$ cat src/rtl/bin2bcd_seq.sv
// Sequential double-dabble binary-to-BCD converter: one input bit per clock,
// last result held on bcd_out for the seven-segment display driver.
module bin2bcd_seq #(
  parameter int BIN_W  = 13,
  parameter int DIGITS = 4
) (
  input  logic                  clk,
  input  logic                  rst,
  input  logic                  start,
  input  logic [BIN_W-1:0]      bin_in,
  output logic                  busy,
  output logic                  done,
  output logic [4*DIGITS-1:0]   bcd_out,
  output logic                  overflow
);

  localparam int BCD_W = 4 * DIGITS;
  localparam int CNT_W = $clog2(BIN_W + 1);

  typedef enum logic [1:0] {IDLE, SHIFT, DONE} state_t;

  state_t             state_q;
  logic [BIN_W-1:0]   bin_q, bin_d;
  logic [BCD_W-1:0]   bcd_q, bcd_d, adj;
  logic               ovf_q, ovf_d;
  logic [CNT_W-1:0]   cnt_q;
  logic               last;
  logic               busy_q, done_q, ovf_out_q;
  logic [BCD_W-1:0]   bcd_out_q;

  // Each digit >= 5 gets +3 independently; no carry crosses digit boundaries.
  function automatic logic [BCD_W-1:0] add3_digits(input logic [BCD_W-1:0] w);
    logic [BCD_W-1:0] r;
    r = w;
    for (int i = 0; i < DIGITS; i++) begin
      if (w[4*i +: 4] >= 4'd5) r[4*i +: 4] = w[4*i +: 4] + 4'd3;
    end
    return r;
  endfunction

  always_comb begin
    adj   = add3_digits(bcd_q);
    bcd_d = {adj[BCD_W-2:0], bin_q[BIN_W-1]};
    bin_d = bin_q << 1;
    ovf_d = ovf_q | adj[BCD_W-1];
    last  = (cnt_q == CNT_W'(BIN_W - 1));
  end

  always_ff @(posedge clk) begin
    if (rst) begin
      state_q   <= IDLE;
      busy_q    <= 1'b0;
      done_q    <= 1'b0;
      bcd_out_q <= '0;
      ovf_out_q <= 1'b0;
      cnt_q     <= '0;
    end else begin
      case (state_q)
        IDLE, DONE: begin
          done_q <= 1'b0;
          if (start) begin
            bin_q   <= bin_in;
            bcd_q   <= '0;
            ovf_q   <= 1'b0;
            cnt_q   <= '0;
            busy_q  <= 1'b1;
            state_q <= SHIFT;
          end else begin
            state_q <= IDLE;
          end
        end
        SHIFT: begin
          bin_q <= bin_d;
          bcd_q <= bcd_d;
          ovf_q <= ovf_d;
          cnt_q <= cnt_q + CNT_W'(1);
          if (last) begin
            bcd_out_q <= bcd_d;
            ovf_out_q <= ovf_d;
            busy_q    <= 1'b0;
            done_q    <= 1'b1;
            state_q   <= DONE;
          end
        end
        default: state_q <= IDLE;
      endcase
    end
  end

  assign busy     = busy_q;
  assign done     = done_q;
  assign bcd_out  = bcd_out_q;
  assign overflow = ovf_out_q;

endmodule
$ cat config.mk
export PLATFORM = sky130hd
export DESIGN_NAME = bin2bcd_seq
export DESIGN_NICKNAME = d
export VERILOG_FILES = /design/src/rtl/bin2bcd_seq.sv
export SDC_FILE = /design/constraint.sdc
export NUM_CORES = 1
export LEC_CHECK = 0
export CORE_MARGIN = 2
export CORE_UTILIZATION = 45
export DETAILED_ROUTE_END_ITERATION = 10
export DONT_BUFFER_PORTS = 1
export HOLD_SLACK_MARGIN = 0.15
export PLACE_DENSITY = 0.69
export SLEW_MARGIN = 20
export SYNTH_ARGS = -nofsm -noshare
export SYNTH_HDL_FRONTEND = slang
export SYNTH_SLANG_ARGS = --single-unit
$ cat constraint.sdc
create_clock -name clk -period 3.3 [get_ports clk]
set_input_delay 0.495 -clock clk [delete_from_list [all_inputs] [get_ports clk]]
set_output_delay 0.495 -clock clk [all_outputs]
set_load 0.03 [all_outputs]
==> flow_summary.yaml, run 1 <==
global_routing:
  overflow: 0
  grt.total_usage_pct: 14.04
  antenna_found_initial: 0
  first_global_vias: 1330
  grt_max_degree: 30
  grt_pass1_wl_um: 6706
power_and_ir_drop:
  peakVddDrop_uv: 307.6
  power_mw: 1.266
  p_per_area_mw_per_mm2: 475.1
  p_leak_nw: 0.9870
synth:
  synth_edf_count: 30
  synth-xor-area-share_pct: 2.075
  synthAdderAreaFrac_pct: 4.941
  ys_seq_area_share_pct: 55.34
  yosys.area_share.simple_pct: 17.54
  synth_cell_types: 35
  synth_area_per_cell_um2: 11.36
  netlist_instances: 223
  ys_async_sr_fraction_pct: 0
  ys.flop_type: "edfxtp_1"
  yosysWarnings: 0
  synth_top_family_by_area: "simple AND/OR/NAND/NOR gates"
  syn_nets: 249
  yosys_register_bits: 55
  synth_compound_area_share_pct: 13.83
  synth_mux_area_share_pct: 2.075
  synth_area_mm2: 0.002532
cells_and_area:
  syn_to_final_growth_pct: 5.188
  final_cell_mix: "37 x nand2_1, 30 x edfxtp_1, 25 x dfxtp_1"
  final_util_pct: 48.67
  layout_commonest_cell: "nand2_1"
  n_fill_cell: 507
  final_layout_size_suffix_gt1_share_pct: 11.56
  num_antenna_cells: 0
  nets: 250
floorplan:
  core_region_area_mm2: 0.005473
  initial_core_util_pct: 46.27
  rows: 27
  dieArea_mm2: 0.006243
  dieHeight_um: 79.02
  io_pins: 35
  dieWidth_um: 79.02
place:
  place.gp.congestion: 0.7109
  dp_hpwl_um: 2804
  port_buffers: 0
clocking:
  htree_levels: 2
  cts_tree: "built"
  hold_buffers: 0
  clkLatencyLatePin_ps: 290
  clk_path_buf_depth: 2
  post-cts-setup-buffer-count: 0
  cts_resized: 0
  cts.sinks: 55
  clk_pin_slew_ps: 90
  cts_root_buf: "clkbuf_8"
  cts_buffers: 5
critical_path:
  cp_max_fo: 29
  path_cells: "nand2b_4 > or3_4 > inv_2 > a22o_1"
  critical-path-top-delay-family: "simple AND/OR/NAND/NOR gates"
  slowest_delay_ps: 570
  path_buf_inv: 1
  endpoint_kind: "flop"
  crit_path_start_kind: "flop"
  critPathRequiredTime_ps: 3540
  worstPathArrival_ps: 2010
  cp-startpoint: "state_q[0]"
  slowest_stage: "or3_4"
  r2r_start: "state_q[0]"
  criticalPathCategory: "reg2reg"
timing:
  period_share_pct: 53.50
  hold_viol: 0
  min_period_ps: 1765
  slew_viol_final: 0
  fin_skew_ps: 2.656
  finalHoldWorstSlack_ps: 253.8
  setup_viol: 0
  fin_tns_setup_ps: 0
  fmax_mhz: 566.4
  slew_headroom_pct: 72.85
  rsz0062_at_grt: "false"
  worst_pin_slew_ps: 406.7
worst_hold_path:
  holdCritStartpoint: "rst"
  min_path_type: "in2reg"
outcome:
  outcome: "finished clean"
routing:
  wirelength_um: 4012
  drt_iter0_markers: 87
  wl_per_cell_um: 13.51
  viasPerCell: 5.013
  drc_errors: 0
  vias: 1489
  dr.pass1.iters: 5
  antenna_left: 0
run:
  max_cap_violations: 0
layout make-up:
type | count | area [um2] | share of cell area [%]
Clock buffer | 8 | 80.08 | 3.006
Timing Repair Buffer | 3 | 22.52 | 0.8455
Multi-Input combinational cell | 148 | 1028 | 38.61
Inverter | 11 | 41.29 | 1.550
Tap cell | 72 | 90.09 | 3.382
Sequential cell | 55 | 1401 | 52.61
per-stage QoR:
step	setup WS [ps]	cells	instance area, um2
2_1_floorplan	609.0	223	2532
3_5_place_dp	1543	289	2584
5_1_grt	1400	297	2664
6_report	1535	297	2664
4_1_cts	1517	297	2664
3_3_place_gp	1569	289	2584
state kept, by name, indices dropped and copies added, names as in the netlist:
register	cells
bcd_out	16
bcd_q	16
bin_q	13
busy	1
cnt_q	4
done	1
overflow	1
ovf_q	1
state_q	2
worst reg2reg max path: cells and delay by family (launching register included):
kind                   cells  cell delay [ps]
AOI/OAI and AO/OA          1              140
buffers and inverters      1              160
DFF                        1              560
and+or+nand+nor            2              850
path summary, 6_finish.rpt:
kind,slack (ps),to,cells past startpoint
max,1530,bcd_out[5],4
min,250,cnt_q[3],1
max reg2reg,1530,bcd_out[5],4
min reg2reg,510,cnt_q[3],2
cells by family after synthesis:
family          count (synthesis)
compound gates                 42
xor+xnor                        6
fa+ha+maj                      10
buf+inv                        20
flops                          55
mux                             5
simple gates                   85
per-layer routing:
layer	wire length, um	up-vias	track usage, %	part of all wire (%)
met5	0	-	0	0
met4	23	0	5.172	0.57
met3	211	2	4.886	5.3
met2	1762	26	20.85	44
met1	2014	684	18.98	50
li1	-	777	-	-
power breakdown:
part | total (mW) | internal [mW] | switching (mW)
clock | 0.354 | 0.152 | 0.203
combinational | 0.130 | 0.0494 | 0.0805
sequential | 0.781 | 0.760 | 0.0211
Yosys cell counts, types with 2 or more instances:
master / count / area, um2
nor2_1: 15 / 56.30
edfxtp_1: 30 / 900.9
ha_1: 10 / 125.1
o2bb2ai_2: 8 / 120.1
dfxtp_1: 25 / 500.5
mux2i_1: 3 / 30.03
xnor2_1: 6 / 52.55
o2bb2ai_1: 2 / 17.52
nor3b_1: 9 / 67.56
buf_2: 4 / 20.02
mux2_2: 2 / 22.52
buf_6: 3 / 33.78
a22o_1: 6 / 52.55
nor3_1: 2 / 10.01
a21oi_1: 17 / 85.08
and2_1: 7 / 43.79
inv_1: 10 / 37.54
nand2b_1: 6 / 37.54
o21ai_0: 5 / 25.02
nand2_1: 37 / 138.9
nor2b_1: 2 / 12.51
(Power assumes the default switching activity.)
==> inputs of run 2 (changes only) <==
PLACE_DENSITY = 0.71   (was 0.69)
clock period = 1.4 ns   (was 3.3 ns; I/O delays follow)
==> flow_summary.yaml, run 2 (same netlist as run 1, synthesis figures left out) <==
critical_path:
  criticalPathCategory: "reg2reg"
  critPathRequiredTime_ps: 1580
  cp_max_fo: 3
  worstPathArrival_ps: 1680
  endpoint_kind: "flop"
  crit_path_start_kind: "flop"
routing:
  drc_errors: 0
  wl_met3_um: 171
  vias: 1754
  dr.pass1.iters: 4
  wl_met2_um: 2723
  wl_per_cell_um: 14.90
  wl_met1_um: 2212
  viasPerCell: 5.055
  wirelength_um: 5169
  drt_iter0_markers: 58
  top_layer_used: "met4"
  antenna_left: 0
power_and_ir_drop:
  peakVddDrop_uv: 630.0
  p_leak_nw: 1.293
  p_per_area_mw_per_mm2: 979.2
place:
  place.gp.congestion: 0.7626
  numPlacedInstances: 317
  dp_hpwl_um: 3399
  dp_slack_ps: -119.5
  port_buffers: 0
floorplan:
  initial_core_util_pct: 46.27
  rows: 27
  core_region_area_mm2: 0.005473
  dieArea_mm2: 0.006243
  dieHeight_um: 79.02
  io_pins: 35
  dieWidth_um: 79.02
cells_and_area:
  num_antenna_cells: 0
  n_fill_cell: 435
  nets: 300
  layoutNonFillerInstCount: 347
  final_util_pct: 62.67
  multi_input_area_mm2: 0.001319
  layout.area.seq_mm2: 0.001406
  layout_commonest_cell: "nand2_1"
  syn_to_final_growth_pct: 35.42
  final_layout_size_suffix_gt1_share_pct: 40.36
  final_cell_mix: "37 x nand2_1, 34 x buf_4, 30 x edfxtp_1"
timing:
  worst_pin_slew_ps: 408.1
  slew_headroom_pct: 72.75
  setup_viol: 19
  min_period_ps: 1500
  setup_slack_ps: -99.65
  period_share_pct: 107.1
  fmax_mhz: 666.8
  rsz0062_at_grt: "true"
  hold_viol: 0
  fin_skew_ps: 9.139
  slew_viol_final: 0
global_routing:
  antenna_found_initial: 0
  grt_pass1_wl_um: 8438
  grt_max_degree: 22
  first_global_vias: 1788
  overflow: 0
  grt.total_usage_pct: 17.43
clocking:
  cts_buffers: 5
  clk_pin_slew_ps: 100
  cts.sinks: 55
  clkLatencyLatePin_ps: 300
  htree_levels: 2
  clk_path_buf_depth: 2
  cts_root_buf: "clkbuf_8"
  cts_tree: "built"
outcome:
  outcome: "complete, but fails checks"
  violations: "negative setup slack"
worst_hold_path:
  min_path_type: "in2reg"
run:
  max_cap_violations: 0
## run 2: cell types whose count changed in the layout (fill, tap and decap cells not counted), moves of 7 or more
| cell | change |
|---|---|
| dlygate4sd3_1 | +15 |
| buf_4 | +31 |
| ha_1 | -9 |
| a21oi_1 | -7 |
| inv_1 | -10 |
| inv_2 | +9 |
## run 2: final cells by class
| cell class | instances | share of cell area [%] |
|---|---|---|
| clock buffer | 7 | 2.517 |
| timing repair buffer | 53 | 13.90 |
| clock inverter | 1 | 0.1459 |
| inverter | 11 | 1.350 |
| tap | 72 | 2.627 |
| sequential | 55 | 41.01 |
| multi-input combinational | 148 | 38.45 |
## run 2: per-layer routing
metal	up-vias	global-route usage [%]
met3	6	4.432
li1	877	-
met5	-	0
met4	0	4.828
met1	843	20.69
met2	28	31.19
## run 2: where the power goes
group          internal (mW)  total [mW]  switching (mW)
registers               1.79        1.86          0.0626
clock network          0.401       0.914           0.513
logic                  0.304       0.588           0.284
total                   2.50        3.36           0.859
## run 2: path summary, 6_finish.rpt
check	startpoint	end	slack, ps	cells after the start
worst max register to register	bcd_q[8]	bcd_q[10]	-100	5
worst min register to register	bin_q[12]	bcd_out[0]	510	1
worst max-delay path	bcd_q[8]	bcd_q[10]	-100	5
worst min-delay path	rst	bcd_out[9]	220	3
## run 2: what timing repair did
action | CTS | global route
buffers inserted | 1 | 6
hold endpoints to repair | 20 | 0
hold buffers | 15 | 0
setup endpoints to repair | 28 | 33
pin swaps | 7 | 15
resized for setup | 31 | 19
## run 2: metrics by stage
stage / power, mW / setup TNS, ps / hold WS, ps / instance area [um2]
global placement: 2.333 / -355.6 / 283.0 / 2942
global route: 3.511 / -2034 / 206.9 / 3430
floorplan: 2.189 / -8217 / 391.4 / 2653
finish: 3.358 / -539.2 / 219.3 / 3430
CTS: 3.332 / -727.1 / 199.4 / 3304
detailed placement: 2.349 / -778.1 / 286.3 / 2942
## run 2: worst max-delay path, stage by stage, from the launching register on
cell and delay [ps]:
edfxtp_1 450, ha_2 200, nand2b_4 150, a21oi_4 170
mux2_4 330, nor2_1 80
